<file path="config.mk">
export PLATFORM = sky130hd
export DESIGN_NAME = adc_spi_slave_3w
export DESIGN_NICKNAME = d
export VERILOG_FILES = /design/src/rtl/adc_spi_slave_3w.sv
export SDC_FILE = /design/constraint.sdc
export NUM_CORES = 1
export LEC_CHECK = 0
export ABC_CLOCK_PERIOD_IN_PS = 3150
export CAP_MARGIN = 20
export CORE_MARGIN = 5
export CORE_UTILIZATION = 50
export CTS_CLUSTER_SIZE = 20
export DETAILED_ROUTE_END_ITERATION = 16
export HOLD_SLACK_MARGIN = 0.03
export PLACE_DENSITY = 0.67
export RECOVER_POWER = 100
export SETUP_SLACK_MARGIN = 0.4
export SKIP_CTS_REPAIR_TIMING = 1
export SLEW_MARGIN = 20
export SYNTH_ARGS = -nofsm -noshare
export SYNTH_HDL_FRONTEND = slang
export SYNTH_SLANG_ARGS = --single-unit
</file>
<file path="constraint.sdc">
create_clock -name clk -period 3.15 [get_ports clk]
set_clock_uncertainty 0.15 [all_clocks]
set_input_delay 0.315 -clock clk [delete_from_list [all_inputs] [get_ports clk]]
set_output_delay 0.315 -clock clk [all_outputs]
set_load 0.02 [all_outputs]
</file>
<file path="src/rtl/adc_spi_slave_3w.sv">
// ---------------------------------------------------------------------------
// adc_spi_slave_3w
//
// Three-wire SPI responder modelling an ADC configuration port. Frames arrive
// on a shared SDIO line: a 16-bit instruction (R/W bit, two ignored bits,
// 13-bit start address) followed by data bytes until chip select rises. Writes
// land in an internal 8-bit register file. Reads shift data back out on SDIO.
// The address decrements after every completed byte (streaming).
// All SPI inputs are asynchronous to clk and are oversampled.
//
// Ports
//   clk      : system clock, at least 8x the sck frequency
//   resetn   : asynchronous active-low reset
//   sck      : SPI clock, idle low, mode 0
//   csn      : chip select, active low
//   sdio_i   : SDIO value from the IOBUF
//   sdio_o   : SDIO drive value
//   sdio_oe  : SDIO output enable (1 drives the line)
//   wr_stb   : one-cycle pulse per committed register write
//   wr_addr  : address of the committed write
//   wr_data  : data of the committed write
//   rd_addr  : local read address
//   rd_data  : registered local read data (1-cycle latency)
// ---------------------------------------------------------------------------
module adc_spi_slave_3w #(
  parameter int          ADDR_BITS   = 4,
  parameter logic [7:0]  CHIP_ID     = 8'h05,
  parameter int          SYNC_STAGES = 2
) (
  input  logic                 clk,
  input  logic                 resetn,
  input  logic                 sck,
  input  logic                 csn,
  input  logic                 sdio_i,
  output logic                 sdio_o,
  output logic                 sdio_oe,
  output logic                 wr_stb,
  output logic [ADDR_BITS-1:0] wr_addr,
  output logic [7:0]           wr_data,
  input  logic [ADDR_BITS-1:0] rd_addr,
  output logic [7:0]           rd_data
);

  localparam int NUM_REGS = 1 << ADDR_BITS;

  typedef enum logic [1:0] {
    ST_IDLE,
    ST_INSTR,
    ST_DATA
  } state_t;

  state_t r_state;
  state_t w_nextState;

  logic [SYNC_STAGES-1:0] r_sckSync;
  logic [SYNC_STAGES-1:0] r_csnSync;
  logic [SYNC_STAGES-1:0] r_sdioSync;
  logic                   r_sckHist;
  logic                   r_csnHist;

  logic [3:0]           r_bitCnt;
  logic [2:0]           r_txCnt;
  logic [14:0]          r_shift;
  logic [7:0]           r_txByte;
  logic [12:0]          r_addr;
  logic                 r_rw;
  logic                 r_sdioO;
  logic                 r_sdioOe;
  logic                 r_wrStb;
  logic [ADDR_BITS-1:0] r_wrAddr;
  logic [7:0]           r_wrData;
  logic [7:0]           r_rdData;
  logic [7:0]           r_regs [NUM_REGS];

  logic       w_sck;
  logic       w_csn;
  logic       w_sdio;
  logic       w_sckRise;
  logic       w_sckFall;
  logic       w_csnFall;
  logic       w_inRange;
  logic       w_isId;
  logic       w_writable;
  logic [7:0] w_rxByte;
  logic [7:0] w_spiRead;
  logic [7:0] w_localRead;

  // The csn synchronizer and history reset low: after a reset with csn already
  // low no falling edge is seen, so a frame only starts once csn has been
  // high and then low again.
  always_ff @(posedge clk or negedge resetn) begin
    if (!resetn) begin
      r_sckSync  <= '0;
      r_csnSync  <= '0;
      r_sdioSync <= '0;
      r_sckHist  <= 1'b0;
      r_csnHist  <= 1'b0;
    end else begin
      r_sckSync  <= {r_sckSync[SYNC_STAGES-2:0], sck};
      r_csnSync  <= {r_csnSync[SYNC_STAGES-2:0], csn};
      r_sdioSync <= {r_sdioSync[SYNC_STAGES-2:0], sdio_i};
      r_sckHist  <= r_sckSync[SYNC_STAGES-1];
      r_csnHist  <= r_csnSync[SYNC_STAGES-1];
    end
  end

  assign w_sck     = r_sckSync[SYNC_STAGES-1];
  assign w_csn     = r_csnSync[SYNC_STAGES-1];
  assign w_sdio    = r_sdioSync[SYNC_STAGES-1];
  assign w_sckRise = w_sck & ~r_sckHist;
  assign w_sckFall = ~w_sck & r_sckHist;
  assign w_csnFall = ~w_csn & r_csnHist;

  // Addresses above the register file read as zero and ignore writes; the
  // chip-ID address is read-only.
  assign w_inRange   = (r_addr >> ADDR_BITS) == 13'd0;
  assign w_isId      = (r_addr == 13'd1);
  assign w_writable  = w_inRange & ~w_isId;
  assign w_rxByte    = {r_shift[6:0], w_sdio};
  assign w_spiRead   = !w_inRange ? 8'h00 :
                       w_isId     ? CHIP_ID : r_regs[r_addr[ADDR_BITS-1:0]];
  assign w_localRead = (rd_addr == ADDR_BITS'(1)) ? CHIP_ID : r_regs[rd_addr];

  always_ff @(posedge clk or negedge resetn) begin
    if (!resetn) begin
      r_state <= ST_IDLE;
    end else begin
      r_state <= w_nextState;
    end
  end

  always_comb begin
    w_nextState = r_state;
    case (r_state)
      ST_IDLE:  if (w_csnFall) w_nextState = ST_INSTR;
      ST_INSTR: if (w_sckRise && r_bitCnt == 4'd15) w_nextState = ST_DATA;
      ST_DATA:  w_nextState = ST_DATA;
      default:  w_nextState = ST_IDLE;
    endcase
    if (w_csn) begin
      w_nextState = ST_IDLE;
    end
  end

  // Read bytes are fetched on the first fall of each byte (r_txCnt == 0), so
  // the first fetch uses the instruction address and later ones see the
  // address already decremented by the previous byte's last rise.
  always_ff @(posedge clk or negedge resetn) begin
    if (!resetn) begin
      r_bitCnt <= '0;
      r_txCnt  <= '0;
      r_shift  <= '0;
      r_txByte <= '0;
      r_addr   <= '0;
      r_rw     <= 1'b0;
      r_sdioO  <= 1'b0;
      r_sdioOe <= 1'b0;
      r_wrStb  <= 1'b0;
      r_wrAddr <= '0;
      r_wrData <= '0;
      r_rdData <= '0;
      for (int i = 0; i < NUM_REGS; i++) begin
        r_regs[i] <= '0;
      end
    end else begin
      r_wrStb  <= 1'b0;
      r_rdData <= w_localRead;
      if (w_csn) begin
        r_bitCnt <= '0;
        r_txCnt  <= '0;
        r_sdioOe <= 1'b0;
      end else begin
        case (r_state)
          ST_INSTR: begin
            if (w_sckRise) begin
              r_shift <= {r_shift[13:0], w_sdio};
              if (r_bitCnt == 4'd15) begin
                r_rw     <= r_shift[14];
                r_addr   <= {r_shift[11:0], w_sdio};
                r_bitCnt <= '0;
                r_txCnt  <= '0;
              end else begin
                r_bitCnt <= r_bitCnt + 4'd1;
              end
            end
          end
          ST_DATA: begin
            if (w_sckRise) begin
              r_shift <= {r_shift[13:0], w_sdio};
              if (r_bitCnt == 4'd7) begin
                r_bitCnt <= '0;
                r_addr   <= r_addr - 13'd1;
                if (!r_rw && w_writable) begin
                  r_regs[r_addr[ADDR_BITS-1:0]] <= w_rxByte;
                  r_wrStb  <= 1'b1;
                  r_wrAddr <= r_addr[ADDR_BITS-1:0];
                  r_wrData <= w_rxByte;
                end
              end else begin
                r_bitCnt <= r_bitCnt + 4'd1;
              end
            end
            if (w_sckFall && r_rw) begin
              r_sdioOe <= 1'b1;
              if (r_txCnt == 3'd0) begin
                r_sdioO  <= w_spiRead[7];
                r_txByte <= {w_spiRead[6:0], 1'b0};
              end else begin
                r_sdioO  <= r_txByte[7];
                r_txByte <= {r_txByte[6:0], 1'b0};
              end
              r_txCnt <= r_txCnt + 3'd1;
            end
          end
          default: begin
            r_bitCnt <= '0;
            r_txCnt  <= '0;
          end
        endcase
      end
    end
  end

  assign sdio_o  = r_sdioO;
  assign sdio_oe = r_sdioOe;
  assign wr_stb  = r_wrStb;
  assign wr_addr = r_wrAddr;
  assign wr_data = r_wrData;
  assign rd_data = r_rdData;

endmodule

</file>
# Word-level counts from Yosys, hierarchy flattened
# Cells that the tools add are included.
# Widths: inputs -> output; s select.
[word_totals] n_memories=0 out_inout_bits=23 ramBits=0 mem_bits_ro=0 reg_bits=205 latch_bits=0
[op_classes] reduce_logical=21 bitwise_logic=10 n_eq_ne=16 mul=0 n_shift=0 addsub=3 magnitude_cmp=3 n_mux=42 div_mod_pow=0
[ops] op="$bwmux 128" count=1
[ops] op="$mux 8" count=9
[ops] op="$bmux 8 s4" count=2
[ops] op="$mux 13" count=4
[ops] op="$demux 8 s4" count=1
[ops] op="$pmux 13 s2" count=1
[ops] op="$mux 4" count=5
[ops] op="$ne 3x3->1 const B" count=6
[ops] op="$eq 13x1->1 const B" count=1
[ops] op="$logic_not 13->1" count=1
[ops] op="$sub 13x1->13 const B" count=1
[ops] op="$mux 3" count=4
[ops] op="$ge 5x5->1 const B" count=2
[ops] op="$not 4->5" count=2
[ops] op="$mux 1" count=9
[ops] op="$reduce_and 3->1" count=3
[ops] op="$ne 2x2->1 const B" count=4
[ops] op="$pmux 4 s2" count=1
[ops] op="$mux 2" count=3
[ops] op="$pmux 2 s3" count=1
[ops] op="$pmux 3 s2" count=1
[ops] op="$reduce_and 2->1" count=3
[ops] op="$reduce_and 6->1" count=1
[ops] op="$reduce_bool 2->1" count=3
[ops] op="17 further kinds" count=26

# Longest topological paths before layout
# Gate-level depths: netlist of the first run.
[depth] depth_word=9 depth_mapped=10

# Least setup slack after synthesis of the first run
# No wires, ideal clock.
[synth_timing] path_type="flip-flop to flip-flop" start="reg r_addr[7]" end="reg r_regs[32] (netlist name)" path_buffers=3 setup_slack_ps=345 t_required_ps=2875 t_arrival_ps=2530 path_stages_with_launch=9 synth_period_minus_slack_ps=2805 cell_sequence="dfrtp_1 -> or3_4 -> or4_4 -> buf_6 -> a211oi_4 -> buf_4 -> and3_1 -> buf_2 -> mux2_2"
[synth_between] elab_chain_len=5 word_cells_on_any_way=6 cone_classes="1 x eq/ne; 2 x bitwise; 3 x reduce/logical"
[synth_lines] element="start, declared" line_no="65" rtl="logic [12:0] r_addr;"
[synth_lines] element="start signal, assigned" line_no="179" rtl="r_addr <= {r_shift[11:0], w_sdio};"
[synth_lines] element="start signal, assigned" line_no="192" rtl="r_addr <= r_addr - 13'd1;"
[synth_lines] element="$eq 13x1->1" line_no="117" rtl="assign w_isId = (r_addr == 13'd1);"
[synth_lines] element="$not 1->1" line_no="118" rtl="assign w_writable = w_inRange & ~w_isId;"
[synth_lines] element="$and 1x1->1 *" line_no="118"
[synth_lines] element="$logic_and 1x1->1 *" line_no="193" rtl="if (!r_rw && w_writable) begin"
[synth_lines] element="$reduce_and 5->1 (no source line) *"
[synth_lines] element="end signal, assigned by index" line_no="194" rtl="r_regs[r_addr[ADDR_BITS-1:0]] <= w_rxByte;"
[synth_lines] element="end, declared" line_no="73" rtl="logic [7:0] r_regs [NUM_REGS];"
# Mark *: on every way between the ends. The rest lies on a longest branch, timed or not.
# A chain may end at the register's enable or synchronous reset.

# Final worst setup path of the first run
[layout_timing] start="reg r_addr[0]" end="reg r_regs[84] (netlist name)"
[layout_between] elab_chain_len=6 word_cells_on_any_way=12 cone_classes="2 x order compare; 1 x eq/ne; 3 x mux; 3 x bitwise; 3 x reduce/logical"
[layout_lines] element="$not 4->5 (implied by the code)" line_no="194"
[layout_lines] element="$ge 5x5->1 (implied by the code) / $lt 5x1->1 (equally long branches)" line_no="194"
[layout_lines] element="$logic_and 1x1->1 (implied by the code)" line_no="194"
[layout_lines] element="$mux 8 (implied by the code)" line_no="194"
[layout_lines] element="$demux 8 s4" line_no="194"
[layout_lines] element="$bwmux 128" line_no="194"
# Parallel ways exist; a longest one is shown, timed or not.

==> impl_metrics.toml, run 1 <==
[setup_path]
cp.arrival_ns = 3.12
path_max_fanout = 12
cp.required_ns = 3.42
critPathSlowestCell = "dfrtp_1"
crit_chain = "ha_1, o21ai_0, nor4_4, clkbuf_2, mux2_2"
cp-start-kind = "flop"
slowest_delay_ns = 0.81
path_class = "flop to flop"
critPathCaptureType = "flop"

[sta]
finalHoldViolations = 0
setup-tns-final_ns = 0
clock.fmax_mhz = 350
whs_ns = 0.202
slew_headroom = -0.246
worstMarginPinSlew_ns = 1.87
fin_crit_ns = 2.86
final-max-slew-violation-count = 101
setup_violations = 0
rsz0062_at_grt = "true"
fin_crit_sh = 0.907

[floorplanning]
die_width_um = 153
fp.dieH_um = 153
rows = 52
ios = 32
dieArea_um2 = 23500
core-area_um2 = 20200
initial_core_util = 0.507

[finish]
regArea_um2 = 5110
final_common_cell = "dfrtp_1"
final_layout_size_suffix_gt1_frac = 0.414
syn_to_final_growth_pct = 19.8
final_area_um2 = 12300
nFillCells = 1560
nets = 814
diodes = 0
multi_input_area_um2 = 5180
mostFrequentLayoutCells = "dfrtp_1, mux2_4, mux2_2"

[route]
ant_nets = 0
drtIter0Drc = 327
viasPerCell = 6.08
drc_errors = 0
wire_per_inst_um = 23.8
firstDrtPassIters = 4
num_vias = 6582
drt-total-wl_um = 25800

[job]
drv_cap = 2

[clock_tree]
htree_num_levels = 1
cts_buffer_depth = 3
insertion_delay_ns = 0.53
cts_tree = "built"
clkSlewWorstSetupHoldPaths_ns = 0.06
cts.sinks = 204
numCtsBuffers = 24
cts-root-buf = "clkbuf_16"

[synth]
yosysTopAreaCellShare = 0.498
synthesis.nets = 782
synth_area_leader_cell = "dfrtp_1"
synth_cell_types = 47
async_flop_share = 1.00
yosysSeqAreaShare = 0.498
avgSynthCellArea_um2 = 13.5
synthFlopType = "dfrtp_1"
synthesis.area_um2 = 10300
yosys-top-cells-area = "dfrtp_1, mux2_2, mux4_2, mux2i_1, clkbuf_1"
synth_edf_count = 0
synthCells = 762
synth_warnings = 0
ys_ff_latch = 204

[power]
seq_power_share = 0.461
finalPower_mw = 6.20
p_leak_nw = 5.56
powerDensity_nw_per_um2 = 504
pwr-share-comb = 0.072
p_int_mw = 4.63
clkPwrFrac = 0.467
switching_share = 0.253
p_switching_mw = 1.57
vdd_ir_drop_max_mv = 0.395

[global_routing]
grt_overflow = 0
grt_pass1_wl_um = 40200
grt_start_max_net_pins = 75
track_usage = 0.216
grt_pass1_vias = 7080
antenna_found_initial = 0

[placement]
dp_hpwl_um = 16600
io_buffers = 31
postPlaceCellArea_um2 = 10900
place_congestion = 0.860

[hold_path]
min_path_type = "flop to flop"

[status]
violations = "capacitance limit, slew limit"
outcome = "complete, but fails checks"
## through the flow
step,worst slack [ns],utilization,std cells
after CTS,0.156,0.581,1071
after global placement,0.230,0.539,1027
after floorplan,0.405,-,762
final,0.293,0.607,1082
after detailed placement,0.141,0.539,1027
after global routing,0.113,0.607,1082
## worst max-delay path: cells and delay by family (launching register included)
family	cells	cell delay (ns)
muxes	1	0.38
DFF	1	0.81
and+or+nand+nor	1	0.29
buffers and inverters	1	0.37
adders and majority gates	1	0.39
AOI/OAI and AO/OA	1	0.36
## worst paths after layout
kind | start | to | slack, ns | cells after the start
max | r_addr[0] | r_regs[84] | 0.29 | 5
min in group asynchronous | resetn | r_bitCnt[1] | 0.70 | 2
max in group asynchronous | resetn | r_regs[27] | 0.67 | 3
min reg2reg | r_sckSync[0] | r_sckSync[1] | 0.20 | 0
min | r_sckSync[0] | r_sckSync[1] | 0.20 | 0
max reg2reg | r_addr[0] | r_regs[84] | 0.29 | 5
## cell type report
class,instances,share of cell area
Inverter,12,0.00367
Sequential cell,204,0.415
Multi-Input combinational cell,474,0.421
Timing Repair Buffer,78,0.0629
Clock buffer,38,0.0605
Clock inverter,6,0.00855
Tap cell,270,0.0275
## cell usage after synthesis (all sizes together) (3+ instances only)
cell    number
dfrtp      204
o22ai       15
nor3         7
a21oi       26
nand3       15
nor4         6
nor2b        4
buf         30
or4          3
inv         12
a211oi       5
or2          8
o221ai       6
or3          7
a21o         3
mux4        56
clkbuf      42
nor2        23
and4         3
ha          11
nand2       26
mux2       156
nand2b       9
mux2i       30
o21ai       30
and3         9
## cells by family (layout without fill, tap and decap cells)
logic type	Yosys count	in the layout	share of synthesized area
multiplexers	242	242	0.323
flip-flops	204	204	0.498
AND/OR/NAND/NOR	129	129	0.0726
AO/OA/AOI/OAI	92	92	0.0580
buffers and inverters	84	134	0.0351
adder cells (fa/ha/maj)	11	11	0.0134
## registers in the layout, indices dropped and copies added, names as in the netlist
signal      cells
sdio_oe         1
rd_data         8
sdio_o          1
r_shift        15
r_sckHist       1
wr_stb          1
r_csnHist       1
r_csnSync       2
wr_data         8
r_rw            1
wr_addr         4
r_sdioSync      2
r_txCnt         3
r_txByte        7
r_state         2
r_regs        128
r_bitCnt        4
r_addr         13
r_sckSync       2
## metal layers
layer,global-route usage,vias up,routed length [um],share of wire
li1,-,2884,-,-
met1,0.291,3495,11300,0.44
met2,0.359,160,12700,0.49
met3,0.0370,43,1080,0.042
met4,0.0713,0,739,0.029
met5,0,-,0,0
## power groups by stage
stage | clock (mW) | sequential [mW] | combinational [mW]
after floorplan | 0 | 2.74 | 0.371
after global placement | 0 | 2.87 | 0.427
after detailed placement | 0 | 2.89 | 0.443
after CTS | 2.94 | 2.84 | 0.446
after global routing | 3.05 | 2.86 | 0.499
final | 2.90 | 2.85 | 0.447
Note: power is estimated with default switching activity, not from simulation.
==> run 2, diff against run 1 <==
CAP_MARGIN = default   (was 20)
CORE_UTILIZATION = 57   (was 50)
PLACE_DENSITY = 0.75   (was 0.67)
==> impl_metrics.toml, run 2 (synthesis results as in run 1) <==
[floorplanning]
dieArea_um2 = 20800
ios = 32
core-area_um2 = 17800
initial_core_util = 0.575
fp.dieH_um = 144
die_width_um = 144
rows = 49

[clock_tree]
cts.sinks = 204
htree_num_levels = 1
cts_buffer_depth = 3
cts_tree = "built"
cts-root-buf = "clkbuf_16"
numCtsBuffers = 23
insertion_delay_ns = 0.50
clkSlewWorstSetupHoldPaths_ns = 0.06

[setup_path]
path_class = "flop to flop"
crit_buf_inv = 2
cp-start-kind = "flop"
cp.required_ns = 3.39
crit_chain = "or3_1, or4_1, a211oi_4, buf_12, buf_8, and3_4, mux2_1"
cp_top_family = "simple AND/OR/NAND/NOR gates"
crit_cells = 7
path_max_fanout = 8
critPathCaptureType = "flop"
r2r_cells = 7
cp.arrival_ns = 3.14
critPathSlowestCell = "or4_1"
slowest_delay_ns = 0.63

[route]
ant_nets = 0
drtIter0Drc = 520
wire_per_inst_um = 24.2
num_vias = 6706
firstDrtPassIters = 5
drt-total-wl_um = 24900
drc_errors = 0
viasPerCell = 6.52

[finish]
mostFrequentLayoutCells = "dfrtp_1, mux2_2, mux4_2"
final_area_um2 = 11700
diodes = 0
utilization = 0.657
nFillCells = 1293
nets = 804
top_regs = "r_regs x128, r_shift x15, r_addr x13"
final_layout_size_suffix_gt1_frac = 0.354
syn_to_final_growth_pct = 14.2
largest_reg_flops = 128
final_common_cell = "dfrtp_1"
final_cells = 1029
top_register = "r_regs"

[power]
p_leak_nw = 5.42
vdd_ir_drop_max_mv = 0.452
powerDensity_nw_per_um2 = 506

[global_routing]
antenna_found_initial = 0
grt_overflow = 0
track_usage = 0.244
grt_pass1_wl_um = 39300
grt_start_max_net_pins = 90
grt_pass1_vias = 7040

[sta]
slew_headroom = 0.0574
fin_crit_sh = 0.923
setup_violations = 0
fin_crit_ns = 2.91
finalHoldViolations = 0
final-max-slew-violation-count = 0
worstMarginPinSlew_ns = 1.41
setup-tns-final_ns = 0
rsz0062_at_grt = "true"
clock.fmax_mhz = 344
fin_ws_ns = 0.244

[placement]
io_buffers = 31
dp_hpwl_um = 16000
postPlaceCellArea_um2 = 10800
place_congestion = 0.867
preCtsSetupSlack_ns = 0.0887
placedCellCount = 978

[hold_path]
min_path_cells = 0
min_path_type = "flop to flop"

[job]
drv_cap = 0

[status]
outcome = "finished, final reports clean"
-- run 2: changes by cell type in the layout (fill, tap and decap cells not counted), sizes merged --
cell / previous run / this run
buf: 41 / 27
clkinv: 4 / 8
clkbuf: 45 / 43
clkdlybuf4s50: 2 / 3
dlygate4sd3: 28 / 27
-- run 2: final timing paths --
check,from,endpoint,slack [ns]
worst min-delay path,r_csnSync[0],r_csnSync[1],0.20
max in group asynchronous,resetn,r_regs[38],0.73
worst min register to register,r_csnSync[0],r_csnSync[1],0.20
worst max-delay path,r_addr[11],r_regs[102],0.24
worst max register to register,r_addr[11],r_regs[102],0.24
min in group asynchronous,resetn,r_shift[10],0.27
-- run 2: where the power goes --
group | internal [mW] | leakage (nW) | switching [mW]
combinational | 0.176 | 2.22 | 0.283
clock | 1.58 | 0.371 | 1.05
sequential | 2.67 | 2.82 | 0.176
total | 4.42 | 5.42 | 1.51
-- run 2: final cells by class --
cell class,instances,area (um^2),share of cell area
clock inverters,10,104,0.00886
clock buffers,31,636,0.0542
inverters,12,45.0,0.00384
repair buffers,69,622,0.0531
well taps,229,287,0.0245
multi-input cells,474,4920,0.420
flip-flops and latches,204,5110,0.436
-- run 2: layer usage --
layer	wire length [um]	part of all wire	vias to the layer above	GRT usage
li1	-	-	2865	-
met1	10300	0.41	3533	0.329
met2	12200	0.49	247	0.408
met3	1550	0.062	61	0.0463
met4	866	0.035	0	0.0722
met5	0	0	-	0
-- run 2: metrics by stage --
step | power, mW | hold slack [ns]
after global placement | 3.29 | 0.192
after floorplan | 3.11 | -0.131
after global routing | 6.14 | 0.211
final | 5.93 | 0.197
after detailed placement | 3.32 | 0.196
after CTS | 5.96 | -0.251
